## src/rtl/collision_life_tracker.sv

```systemverilog
// Purpose : frame-rate collision detector for the plane against two mountains and lava; owns life count, game_over and post-hit invulnerability.
// Latency : evaluated on the clk edge where frame_tick=1; life/game_over/hit/invulnerable are visible the next cycle (restart in OVER acts on any edge).
// Backpressure: none; inputs are sampled once per frame strobe and no handshake is exchanged with neighbours.
//
// Ports:
//   clk, rst                  system clock, synchronous active-high reset
//   frame_tick                one-cycle strobe per frame; positions stable while high
//   restart                   level, honoured only in OVER
//   plane_y                   plane top edge (plane left edge fixed at PLANE_X)
//   mountainN_x/_y            mountain left/top edge; mountain extends to screen bottom
//   lava_x/_y                 lava top-left corner
//   life                      remaining lives, zero-extended to 10 bits
//   game_over                 high in OVER
//   hit                       one-cycle pulse when a life is deducted
//   invulnerable              high during post-hit cooldown
//   hit_count (optional)      saturating 8-bit hit counter, present when COLLISION_HIT_COUNT_EN is defined
module collision_life_tracker #(
    parameter int PLANE_X         = 100,
    parameter int PLANE_SIZE      = 16,
    parameter int MOUNTAIN_W      = 30,
    parameter int LAVA_SIZE       = 16,
    parameter int START_LIVES     = 3,
    parameter int COOLDOWN_FRAMES = 60
) (
    input  logic       clk,
    input  logic       rst,
    input  logic       frame_tick,
    input  logic       restart,
    input  logic [9:0] plane_y,
    input  logic [9:0] mountain1_x,
    input  logic [9:0] mountain1_y,
    input  logic [9:0] mountain2_x,
    input  logic [9:0] mountain2_y,
    input  logic [9:0] lava_x,
    input  logic [9:0] lava_y,
    output logic [9:0] life,
    output logic       game_over,
    output logic       hit,
`ifdef COLLISION_HIT_COUNT_EN
    output logic       invulnerable,
    output logic [7:0] hit_count
`else
    output logic       invulnerable
`endif
);

    localparam logic [1:0] S_PLAYING  = 2'd0;
    localparam logic [1:0] S_COOLDOWN = 2'd1;
    localparam logic [1:0] S_OVER     = 2'd2;

    localparam int              CW        = (COOLDOWN_FRAMES > 1) ? $clog2(COOLDOWN_FRAMES) : 1;
    localparam logic [CW-1:0]   CNT_LOAD  = CW'(COOLDOWN_FRAMES - 1);
    localparam logic [2:0]      LIFE_INIT = 3'(START_LIVES);

    // All bounds are 11 bits so that an edge near 1023 plus an extent never wraps back to 0.
    logic [10:0] w_px_lo, w_px_hi, w_py_lo, w_py_hi;
    logic [10:0] w_m1_lo, w_m1_hi, w_m2_lo, w_m2_hi;
    logic [10:0] w_lx_lo, w_lx_hi, w_ly_lo, w_ly_hi;
    logic        w_m1_coll, w_m2_coll, w_lava_coll, w_coll, w_hit_now;

    logic [1:0]    r_state;
    logic [2:0]    r_life;
    logic [CW-1:0] r_cnt;
    logic          r_hit;

    assign w_px_lo = 11'(PLANE_X);
    assign w_px_hi = 11'(PLANE_X + PLANE_SIZE);
    assign w_py_lo = {1'b0, plane_y};
    assign w_py_hi = {1'b0, plane_y} + 11'(PLANE_SIZE);

    assign w_m1_lo = {1'b0, mountain1_x};
    assign w_m1_hi = {1'b0, mountain1_x} + 11'(MOUNTAIN_W);
    assign w_m2_lo = {1'b0, mountain2_x};
    assign w_m2_hi = {1'b0, mountain2_x} + 11'(MOUNTAIN_W);

    assign w_lx_lo = {1'b0, lava_x};
    assign w_lx_hi = {1'b0, lava_x} + 11'(LAVA_SIZE);
    assign w_ly_lo = {1'b0, lava_y};
    assign w_ly_hi = {1'b0, lava_y} + 11'(LAVA_SIZE);

    // Mountains reach the bottom of the screen, so only the plane's bottom edge versus the peak matters vertically.
    assign w_m1_coll = (w_m1_lo <= w_px_hi) && (w_m1_hi >= w_px_lo) &&
                       (w_py_hi >= {1'b0, mountain1_y});
    assign w_m2_coll = (w_m2_lo <= w_px_hi) && (w_m2_hi >= w_px_lo) &&
                       (w_py_hi >= {1'b0, mountain2_y});
    assign w_lava_coll = (w_lx_lo <= w_px_hi) && (w_lx_hi >= w_px_lo) &&
                         (w_ly_lo <= w_py_hi) && (w_ly_hi >= w_py_lo);

    assign w_coll    = w_m1_coll | w_m2_coll | w_lava_coll;
    assign w_hit_now = (r_state == S_PLAYING) && frame_tick && w_coll;

    always_ff @(posedge clk) begin
        if (rst) begin
            r_state <= S_PLAYING;
            r_life  <= LIFE_INIT;
            r_cnt   <= '0;
            r_hit   <= 1'b0;
        end else begin
            r_hit <= 1'b0;
            case (r_state)
                S_PLAYING: begin
                    if (w_hit_now) begin
                        r_hit <= 1'b1;
                        if (r_life == 3'd1) begin
                            r_life  <= 3'd0;
                            r_state <= S_OVER;
                        end else begin
                            r_life  <= r_life - 3'd1;
                            r_cnt   <= CNT_LOAD;
                            r_state <= S_COOLDOWN;
                        end
                    end
                end
                S_COOLDOWN: begin
                    // Counter runs N-1..0, so exactly N frames are immune.
                    if (frame_tick) begin
                        if (r_cnt == '0) begin
                            r_state <= S_PLAYING;
                        end else begin
                            r_cnt <= r_cnt - 1'b1;
                        end
                    end
                end
                S_OVER: begin
                    // Restart needs no frame_tick and pre-empts any collision this edge.
                    if (restart) begin
                        r_life  <= LIFE_INIT;
                        r_state <= S_PLAYING;
                    end
                end
                default: begin
                    r_state <= S_PLAYING;
                end
            endcase
        end
    end

`ifdef COLLISION_HIT_COUNT_EN
    logic [7:0] r_hit_count;

    always_ff @(posedge clk) begin
        if (rst || ((r_state == S_OVER) && restart)) begin
            r_hit_count <= 8'd0;
        end else if (w_hit_now && (r_hit_count != 8'hFF)) begin
            r_hit_count <= r_hit_count + 8'd1;
        end
    end

    assign hit_count = r_hit_count;
`endif

    assign life         = {7'd0, r_life};
    assign game_over    = (r_state == S_OVER);
    assign invulnerable = (r_state == S_COOLDOWN);
    assign hit          = r_hit;

endmodule

```

## config.mk

```make
export PLATFORM = sky130hd
export DESIGN_NAME = collision_life_tracker
export DESIGN_NICKNAME = d
export VERILOG_FILES = /design/src/rtl/collision_life_tracker.sv
export SDC_FILE = /design/constraint.sdc
export NUM_CORES = 1
export LEC_CHECK = 0
export BUFFER_PORTS_ARGS = -buffer_cell sky130_fd_sc_hd__buf_4
export CAP_MARGIN = 10
export CORE_MARGIN = 5
export CORE_UTILIZATION = 50
export DETAILED_ROUTE_END_ITERATION = 10
export GPL_TIMING_DRIVEN = 0
export PLACE_DENSITY = 0.79
export SETUP_SLACK_MARGIN = 0.3
export SLEW_MARGIN = 0
export SYNTH_ARGS = -nofsm -noshare
export SYNTH_HDL_FRONTEND = slang
export SYNTH_SLANG_ARGS = --single-unit
```

## constraint.sdc

```tcl
create_clock -name clk -period 4.05 [get_ports clk]
set_input_delay 0.6075 -clock clk [delete_from_list [all_inputs] [get_ports clk]]
set_output_delay 0.6075 -clock clk [all_outputs]
set_load 0.01 [all_outputs]
```

==> summary.md, run 1 <==
| Metric | Value |
|---|---|
| Routed wirelength normalized by instance count | 13.2 µm |
| # nets final | 496 |
| Sequential cell area | 240 µm² |
| Clock network latency to the later pin of the worst-skew pair | 250 ps |
| GPL Wtd Cong | 0.882 |
| P_leak | 1.50 nW |
| GRT met3 Usage | 2.51% |
| Number of setup buffers added after CTS | 0 |
| Worst Hold Class | register to register |
| Placeable core area | 0.00406 mm² |
| Number of levels in the clock H-tree | 1 |
| CP delay by family, top | compound AO/OA/AOI/OAI gates |
| Overall via count from detail_route | 2295 |
| Die H | 75.4 µm |
| Commonest non-fill, non-tap cell in the layout | sky130_fd_sc_hd__buf_4 |
| Wire length of the first global-routing pass | 9190 µm |
| Power per unit of standard cell area | 169 mW/mm² |
| Max VDD drop | 265 µV |
| Max Cap Violations | 0 |
| Setup slack at placement | 359 ps |
| Multi-input gate area | 0.00167 mm² |
| Largest net degree at the start of global routing | 10 |
| Gate Count Post-Synth | 285 |
| Commonest cells after routing, fill and taps aside | sky130_fd_sc_hd__buf_4, sky130_fd_sc_hd__inv_1, sky130_fd_sc_hd__ha_1 |
| Standard-cell rows | 23 |
| Met1 track demand over resource | 24.4% |
| Full die area | 0.00568 mm² |
| Most heavily used metal layer in global routing | met2 |
| Primary FF master, synth | sky130_fd_sc_hd__dfxtp_1 |
| Post-synthesis area per instance | 7.49 µm² |
| Crit share post-route | 84.3% |
| Post-route setup slack | 635 ps |
| Number of flip-flops and latches in the synthesized netlist | 12 |
| Standard cell with the maximum stage delay on the critical path | sky130_fd_sc_hd__a2111oi_4 |
| Length of the first detailed-routing pass in iterations | 4 |
| Via count of the first global-routing pass | 2238 |
| Crit path DAT | 3550 ps |
| Count of distinct cell types in the synthesized netlist | 48 |
| Kind of critical path | input pin to register |
| Port Buffer Count | 78 |
| TritonCTS clock tree | done |
| Total routed wirelength | 5570 µm |
| Number of resized instances in the post-cts repair step | 0 |
| Final HPWL DP | 4860 µm |
| Post-Synthesis Cell Area | 0.00214 mm² |
| Worst Tran Pin Value | 558 ps |
| Slew HR | 62.5% |
| Drt drc | 0 |
| Area growth from synthesis to layout | 34.0% |
| Unrepaired setup endpoints after global routing | no |
| EDFF count, synth | 0 |
| Clock skew | 3.41 ps |
| Final critical delay including setup and external delays | 3420 ps |
| Critical path startpoint category | input pin |
| Count of synthesis-stage warnings from yosys | 0 |
| Final instance area | 0.00286 mm² |
| Post-CTS Hold Buffers | 0 |
| Final max-slew violation count | 0 |
| Run status | finished, final reports clean |
| Leftover overflow at the end of global routing | 0 |
| Cell chain of the critical path | buf_4, ha_1, xor2_1, inv_1, ha_1, a211oi_1, a311o_1, a211oi_1, or3_4, a2111oi_4, a21oi_2, o221a_1 |
| Die span in x | 75.4 µm |
| CP Buf/Inv Count | 2 |
| Largest buffer count on any clock path | 2 |
| Total track usage | 20.1% |
| Remaining antenna violation count after routing | 0 |
| Global-route track usage on met2 | 37.0% |
| Clk pin slew, worst setup/hold paths | 60 ps |
| Fmax | 0.293 GHz |
| Critical path peak fanout | 8 |
| I/O pins | 87 |
| Number of vias per cell | 5.43 |
| Placement-stage cell area | 0.00281 mm² |
| Initial standard-cell utilization of the core | 52.6% |
| Total power draw | 482 µW |
| Worst Hold Slack | 468 ps |
| Number of antenna violations at the first check in global routing | 0 |
| Stage delay of the slowest cell on the critical path | 520 ps |
| Number of inserted diodes | 0 |
| Summed negative setup slack over all endpoints | 0 ps |
| Share of synthesized area occupied by flip-flops and latches | 11.2% |
| Setup violators final | 0 |
| Data required time at the worst endpoint | 4190 ps |
| Kind of end point of the critical path | register |
| Fill cell total of the finished layout | 351 |
| CTS Root Buffer Type | sky130_fd_sc_hd__clkbuf_8 |
| Clk sinks | 12 |
| Proportion of register bits with asynchronous set or reset after synthesis | 0% |
| Ratio of cells with drive above 1 in the final layout | 25.2% |
| Final hold violations | 0 |
| Drt first-iter violations | 78 |
| Number of CTS-inserted buffers | 3 |
Yosys cell counts, types with 2 or more instances:
| cell type | count | area, µm² |
|---|---|---|
| sky130_fd_sc_hd__o211ai_1 | 4 | 30.0 |
| sky130_fd_sc_hd__nand3_1 | 16 | 80.1 |
| sky130_fd_sc_hd__a31oi_1 | 3 | 18.8 |
| sky130_fd_sc_hd__nor2b_1 | 2 | 12.5 |
| sky130_fd_sc_hd__dfxtp_1 | 12 | 240 |
| sky130_fd_sc_hd__nor3b_1 | 4 | 30.0 |
| sky130_fd_sc_hd__xor2_1 | 3 | 26.3 |
| sky130_fd_sc_hd__nor3_1 | 10 | 50.1 |
| sky130_fd_sc_hd__a21o_1 | 2 | 15.0 |
| sky130_fd_sc_hd__or4_1 | 2 | 15.0 |
| sky130_fd_sc_hd__o21ai_0 | 12 | 60.1 |
| sky130_fd_sc_hd__nand2b_1 | 13 | 81.3 |
| sky130_fd_sc_hd__nor2_1 | 16 | 60.1 |
| sky130_fd_sc_hd__a21oi_1 | 11 | 55.1 |
| sky130_fd_sc_hd__a211oi_1 | 6 | 45.0 |
| sky130_fd_sc_hd__nand3b_1 | 3 | 22.5 |
| sky130_fd_sc_hd__a211o_1 | 2 | 17.5 |
| sky130_fd_sc_hd__a221oi_1 | 3 | 26.3 |
| sky130_fd_sc_hd__or3_1 | 2 | 12.5 |
| sky130_fd_sc_hd__inv_1 | 50 | 188 |
| sky130_fd_sc_hd__nand2_1 | 12 | 45.0 |
| sky130_fd_sc_hd__buf_4 | 7 | 52.6 |
| sky130_fd_sc_hd__xnor2_1 | 7 | 61.3 |
| sky130_fd_sc_hd__a32oi_1 | 2 | 17.5 |
| sky130_fd_sc_hd__and3_1 | 3 | 18.8 |
| sky130_fd_sc_hd__o21a_1 | 5 | 37.5 |
| sky130_fd_sc_hd__o21ai_1 | 4 | 20.0 |
| sky130_fd_sc_hd__ha_1 | 48 | 601 |
| sky130_fd_sc_hd__o31ai_1 | 2 | 15.0 |
per-layer routing:
| layer | part of all wire (%) | wire [µm] |
|---|---|---|
| met1 | 41 | 2270 |
| met2 | 51 | 2820 |
| met3 | 7.2 | 403 |
| met4 | 1.4 | 77 |
| met5 | 0 | 0 |
metrics by stage:
stage,instances,util [%]
floorplan,291,-
global placement,419,69.2
detailed placement,419,69.2
CTS,423,70.5
global route,423,70.5
finish,423,70.5
path summary, 6_finish.rpt:
kind,slack [ps],from,cells past startpoint,to
setup / recovery,630,plane_y[4],12,r_cnt[2]
setup reg to reg,2180,r_cnt[0],7,r_cnt[2]
hold / removal,470,r_cnt[4],2,r_cnt[4]
hold reg to reg,470,r_cnt[4],2,r_cnt[4]
tightest hold or removal path: stages, from the launching register on:
cell and delay (ps):
sky130_fd_sc_hd__dfxtp_1 320, sky130_fd_sc_hd__nand2_1 50, sky130_fd_sc_hd__o21ai_1 50
report_power, final:
part | switching, mW | total (mW) | internal [mW] | leakage [nW]
clock | 0.0483 | 0.134 | 0.0861 | 0.0288
combinational | 0.108 | 0.227 | 0.119 | 1.37
sequential | 0.00128 | 0.121 | 0.119 | 0.0968
registers in the layout, summed over array words and instances, names as in the netlist:
signal and count:
r_cnt 6, r_state 2, hit 1, r_life 3
cells by family (layout without fill, tap and decap cells):
kind of cell               count (synthesis)  after routing  synth area share [%]
other                                      1              7                 0.176
xor gates and xnor gates                  10             10                  4.10
adders and majority gates                 48             48                  28.1
and+or+nand+nor                           88             88                  21.9
DFF                                       12             12                  11.2
buffers and inverters                     58            140                  11.4
AOI/OAI and AO/OA                         68             68                  23.1
final cells by class:
cell class	instances	share of cell area, %
Multi-Input combinational cell	221	58.5
Timing Repair Buffer	78	20.5
Sequential cell	12	8.40
Inverter	50	6.56
Tap cell	50	2.19
Buffer	8	1.97
Clock buffer	4	1.92
No activity file was read; power rests on OpenSTA's default activity.
==> run 2, diff against run 1 <==
Settings changed: ABC_AREA set to 1, CORE_UTILIZATION 50 to 52.
Clock period 4.05 ns to 3.2 ns, I/O delays scaled along.
==> summary.md, run 2 <==
| Metric | Value |
|---|---|
| Sum of routed wire segments on met1 | 2660 µm |
| Met2 wire length | 3360 µm |
| Power per unit of standard cell area | 348 mW/mm² |
| Clock skew | 1.60 ps |
| Fill cell total of the finished layout | 473 |
| Clk pin slew, worst setup/hold paths | 50 ps |
| Total routed wirelength | 6410 µm |
| Max reg flops | 6 |
| Kind of critical path | input pin to register |
| Commonest non-fill, non-tap cell in the layout | sky130_fd_sc_hd__inv_1 |
| Setup crit start | plane_y[4] |
| Die span in x | 80.8 µm |
| EDFF count, synth | 0 |
| Setup slack of the most critical reg-to-reg path | 1520 ps |
| Largest buffer count on any clock path | 2 |
| Largest net degree at the start of global routing | 11 |
| Number of antenna violations at the first check in global routing | 0 |
| Initial standard-cell utilization of the core | 54.5% |
| Port Buffer Count | 79 |
| Count of distinct cell types in the synthesized netlist | 34 |
| # nets final | 646 |
| Endpoint of the worst register-to-register path | r_state[1] |
| Unrepaired setup endpoints after global routing | no |
| Number of vias per cell | 4.95 |
| Data required time at the worst endpoint | 3330 ps |
| Proportion of register bits with asynchronous set or reset after synthesis | 0% |
| Number of levels in the clock H-tree | 1 |
| Critical path depth in cells | 18 |
| Remaining antenna violation count after routing | 0 |
| Most numerous cell in the Yosys netlist | sky130_fd_sc_hd__inv_1 |
| Commonest cells after routing, fill and taps aside | sky130_fd_sc_hd__inv_1, sky130_fd_sc_hd__buf_4, sky130_fd_sc_hd__nand2_1 |
| Final critical delay including setup and external delays | 2620 ps |
| Worst r2r path cells | 9 |
| Detail Route met3 WL | 338 µm |
| Final HPWL DP | 5640 µm |
| Stage delay of the slowest cell on the critical path | 300 ps |
| Number of inserted diodes | 0 |
| Die H | 80.8 µm |
| Total power draw | 1.17 mW |
| Worst Hold Class | input pin to register |
| Post-synthesis area per instance | 6.02 µm² |
| Run status | finished, final reports clean |
| Top reg by flops | r_cnt |
| Post-CTS Hold Buffers | 0 |
| Critical path peak fanout | 10 |
| Worst flop-to-flop path startpoint | r_state[1] |
| Top layer used by detailed routing | met4 |
| Drt first-iter violations | 57 |
| Setup violators final | 0 |
| GPL Wtd Cong | 0.850 |
| Sequential cell area | 240 µm² |
| Ratio of cells with drive above 1 in the final layout | 21.1% |
| CP Buf/Inv Count | 4 |
| Primary FF master, synth | sky130_fd_sc_hd__dfxtp_1 |
| Number of flip-flops and latches in the synthesized netlist | 12 |
| I/O pins | 87 |
| Leftover overflow at the end of global routing | 0 |
| Via count of the first global-routing pass | 2770 |
| Post-layout util | 70.3% |
| Crit share post-route | 82.0% |
| Max Cap Violations | 0 |
| Number of CTS-inserted buffers | 3 |
| Full die area | 0.00653 mm² |
| Post-route non-filler standard cell count | 589 |
| CP delay by family, top | simple AND/OR/NAND/NOR gates |
| Gate Count Post-Synth | 433 |
| Largest cells by area after synthesis | sky130_fd_sc_hd__ha_1, sky130_fd_sc_hd__inv_1, sky130_fd_sc_hd__nand2_1, sky130_fd_sc_hd__dfxtp_1, sky130_fd_sc_hd__nor2_1 |
| Share of Yosys cell area claimed by the top area cell type | 23.0% |
| P_leak | 2.02 nW |
| Standard-cell rows | 25 |
| Final max-slew violation count | 0 |
| Drt drc | 0 |
| Crit path DAT | 2760 ps |
| Multi-input gate area | 0.00196 mm² |
| Hold Path Origin | rst |
| Routed wirelength normalized by instance count | 10.9 µm |
| Share of synthesized area occupied by flip-flops and latches | 9.22% |
| Length of the first detailed-routing pass in iterations | 4 |
| End point of the critical path | r_cnt[1] |
| Standard cell with the maximum stage delay on the critical path | sky130_fd_sc_hd__ha_1 |
| Number of instances in the placed design | 585 |
| Count of synthesis-stage warnings from yosys | 0 |
| Post-Synthesis Cell Area | 0.00261 mm² |
| Critical path startpoint category | input pin |
| Final hold violations | 0 |
| CTS Root Buffer Type | sky130_fd_sc_hd__clkbuf_8 |
| Fmax | 0.381 GHz |
| Largest registers ranked by flip-flop count | r_cnt: 6 flops, r_life: 3 flops, r_state: 2 flops |
| Most frequent cells after synthesis | sky130_fd_sc_hd__inv_1, sky130_fd_sc_hd__nand2_1, sky130_fd_sc_hd__nor2_1, sky130_fd_sc_hd__ha_1, sky130_fd_sc_hd__nand3_1 |
| Clk sinks | 12 |
| Placeable core area | 0.00479 mm² |
| Overall via count from detail_route | 2913 |
| Max VDD drop | 373 µV |
| Most common cell type on the critical path | sky130_fd_sc_hd__nor2_1 |
| TritonCTS clock tree | done |
| Kind of end point of the critical path | register |
| Total track usage | 20.4% |
| Cell chain of the critical path | buf_4, ha_1, clkbuf_4, xor2_2, buf_4, ha_1, a21o_1, nor2_1, nor2_1, nor2_1, nand3_1, nand2_1, nand3_2, nand2_4, nand2_4, buf_6, a21oi_1, nor2_1 |
| Top cell type by total area after synthesis | sky130_fd_sc_hd__ha_1 |
| Clock network latency to the later pin of the worst-skew pair | 240 ps |
| Wire length of the first global-routing pass | 11000 µm |
| Summed negative setup slack over all endpoints | 0 ps |
| Area growth from synthesis to layout | 29.1% |
[run 2: per-layer routing]
metal / vias to the layer above / GRT usage (%)
met5: - / 0
met4: 0 / 5.57
met3: 6 / 1.55
met2: 70 / 40.6
met1: 1277 / 22.9
li1: 1560 / -
[run 2: area by class of cell]
class,count,share of cell area [%]
tap,67,2.49
clock buffer,3,1.23
buffer,12,2.79
multi-input combinational,324,58.3
timing repair buffer,80,17.9
inverter,91,10.2
sequential,12,7.14
[run 2: kinds of logic (layout without fill, tap and decap cells)]
logic type / after synthesis / after routing / share of synthesized area [%]
simple gates: 210 / 210 / 37.2
fa+ha+maj: 48 / 48 / 23.0
flops: 12 / 12 / 9.22
buf+inv: 103 / 186 / 16.6
other cells: 1 / 7 / 0.144
xor+xnor: 8 / 8 / 2.69
compound gates: 51 / 51 / 11.1
[run 2: worst min-delay path by stage]
stage	endpoint	slack, ps	cells after the start
after floorplan	r_cnt[3]	470	2
after global placement	r_life[1]	490	2
after detailed placement	r_life[1]	500	2
after CTS	hit	400	2
after global routing	hit	390	2
final	hit	400	2
[run 2: repair_timing]
| item | 4_1_cts | 5_1_grt |
|---|---|---|
| setup buffers | 0 | 1 |
| gates resized for setup | 0 | 3 |
| setup endpoints to repair | 0 | 11 |
| hold endpoints to repair | 0 | 0 |
[run 2: stage by stage]
| step | setup slack, ps | hold WS (ps) | instance area (µm²) |
|---|---|---|---|
| global route | 295 | 395 | 3360 |
| finish | 576 | 401 | 3360 |
| detailed placement | 220 | 495 | 3310 |
| global placement | 294 | 490 | 3310 |
| CTS | 463 | 402 | 3350 |
| floorplan | 720 | 475 | 2630 |
[run 2: power breakdown]
part / switching (mW) / internal, mW
sequential: 0.0543 / 0.199
clock: 0.0523 / 0.0827
combinational: 0.446 / 0.335
total: 0.553 / 0.617
==> run 3, diff against run 2 <==
Clock period 3.2 ns to 2.6 ns, I/O delays scaled along.
==> summary.md, run 3 (synthesis results as in run 2) <==
| Metric | Value |
|---|---|
| Drt drc | 0 |
| Critical path depth in cells | 20 |
| Commonest non-fill, non-tap cell in the layout | sky130_fd_sc_hd__buf_4 |
| Share of power burned in combinational logic | 69.4% |
| Flop pwr share | 19.7% |
| Wire length of the first global-routing pass | 11000 µm |
| Worst Hold Class | input pin to register |
| Die H | 80.8 µm |
| Worst r2r path cells | 9 |
| Initial standard-cell utilization of the core | 54.5% |
| Clock network latency to the later pin of the worst-skew pair | 240 ps |
| Area growth from synthesis to layout | 42.0% |
| Max VDD drop | 566 µV |
| CP Buf/Inv Count | 4 |
| CP delay by family, top | simple AND/OR/NAND/NOR gates |
| Switching share of total power | 47.6% |
| Ratio of cells with drive above 1 in the final layout | 28.2% |
| Kind of critical path | input pin to register |
| Crit share post-route | 91.8% |
| Largest registers ranked by flip-flop count | r_cnt: 6 flops, r_life: 3 flops, r_state: 2 flops |
| I/O pins | 87 |
| Commonest cells after routing, fill and taps aside | sky130_fd_sc_hd__buf_4, sky130_fd_sc_hd__inv_1, sky130_fd_sc_hd__nand2_1 |
| Setup slack at placement | -99.1 ps |
| Final hold violations | 0 |
| Most common cell type on the critical path | sky130_fd_sc_hd__nor2_1 |
| Largest buffer count on any clock path | 2 |
| Final instance area | 0.00370 mm² |
| Port Buffer Count | 79 |
| Standard-cell rows | 25 |
| Hold-critical path depth | 2 |
| Placement-stage cell area | 0.00337 mm² |
| # nets final | 652 |
| Critical path peak fanout | 5 |
| Post-CTS Hold Buffers | 0 |
| Overall via count from detail_route | 2997 |
| Die span in x | 80.8 µm |
| Stage delay of the slowest cell on the critical path | 290 ps |
| Routed wirelength normalized by instance count | 12.1 µm |
| TritonCTS clock tree | done |
| Worst Hold Slack | 303 ps |
| Number of antenna violations at the first check in global routing | 0 |
| Remaining antenna violation count after routing | 0 |
| Number of vias per cell | 5.04 |
| Total power draw | 1.61 mW |
| Max reg flops | 6 |
| Cell chain of the critical path | buf_8, ha_4, buf_8, xor2_4, inv_2, ha_4, nand2_4, a21oi_2, nor2_1, nor2_1, nor2_1, nand2_1, nand2_1, nand3_2, nand3_2, nand2_4, nand2_4, clkbuf_16, a21oi_2, nor2_1 |
| GPL Wtd Cong | 0.863 |
| Clock network power share | 10.9% |
| Full die area | 0.00653 mm² |
| Critical path startpoint category | input pin |
| Length of the first detailed-routing pass in iterations | 4 |
| Total routed wirelength | 7230 µm |
| Run status | finished, final reports clean |
| Number of CTS-inserted buffers | 3 |
| Total track usage | 20.3% |
| Max Cap Violations | 0 |
| Fmax | 0.419 GHz |
| Placeable core area | 0.00479 mm² |
| Drt first-iter violations | 84 |
| Final max-slew violation count | 0 |
| Final HPWL DP | 5610 µm |
| Clock skew | 4.05 ps |
| Number of levels in the clock H-tree | 1 |
| Final critical delay including setup and external delays | 2390 ps |
| Number of inserted diodes | 0 |
| Switching power summed over all nets | 766 µW |
| P_leak | 2.08 nW |
| Setup slack of the most critical reg-to-reg path | 910 ps |
| Power per unit of standard cell area | 435 mW/mm² |
| Unrepaired setup endpoints after global routing | yes |
| Clk pin slew, worst setup/hold paths | 60 ps |
| Via count of the first global-routing pass | 2845 |
| Setup violators final | 0 |
| CTS Root Buffer Type | sky130_fd_sc_hd__clkbuf_8 |
| Top reg by flops | r_cnt |
| Data required time at the worst endpoint | 2740 ps |
| Clk sinks | 12 |
| Kind of end point of the critical path | register |
| Crit path DAT | 2530 ps |
| Largest net degree at the start of global routing | 11 |
| Leftover overflow at the end of global routing | 0 |
| Cell Int Power | 842 µW |
| Post-route setup slack | 212 ps |
| Standard cell with the maximum stage delay on the critical path | sky130_fd_sc_hd__ha_4 |
## run 3: power by group through the flow
stage               Combinational (mW)  Clock (mW)  Sequential [mW]
global placement                 0.944           0            0.308
finish                            1.12       0.175            0.317
global route                      1.26       0.188            0.326
CTS                              0.992       0.171            0.309
detailed placement               0.969           0            0.312
floorplan                        0.683           0            0.307
## run 3: final timing paths
check | from | endpoint
max | plane_y[5] | r_cnt[4]
min | rst | hit
max reg2reg | r_state[1] | r_state[1]
min reg2reg | r_life[1] | r_life[1]
## run 3: area by class of cell
type                       instances  area [µm²]
buffer                            12         105
timing repair buffer              86         691
clock buffer                       3        41.3
sequential                        12         240
tap                               67        83.8
fill                             430        1090
multi-input combinational        324        2190
inverter                          91         345
## run 3: timing repair
| item | CTS | global route |
|---|---|---|
| buffers inserted | 2 | 4 |
| pin swaps | 1 | 20 |
| gates resized for setup | 6 | 34 |
| cloned | 0 | 1 |
| endpoints found under the setup margin | 11 | 12 |
## run 3: metal layers
metal | routed length (µm) | up-vias | global-route usage, %
met5 | 0 | - | 0
met4 | 63 | 0 | 3.04
li1 | - | 1563 | -
met2 | 3790 | 72 | 39.0
met1 | 3040 | 1354 | 24.4
met3 | 339 | 8 | 2.66
## run 3: through the flow
stage	cells	TNS, ps	utilization [%]
floorplan	439	0	-
finish	595	0	77.3
detailed placement	585	-675	70.5
CTS	590	0	72.4
global route	595	0	77.3
global placement	585	-542	70.5
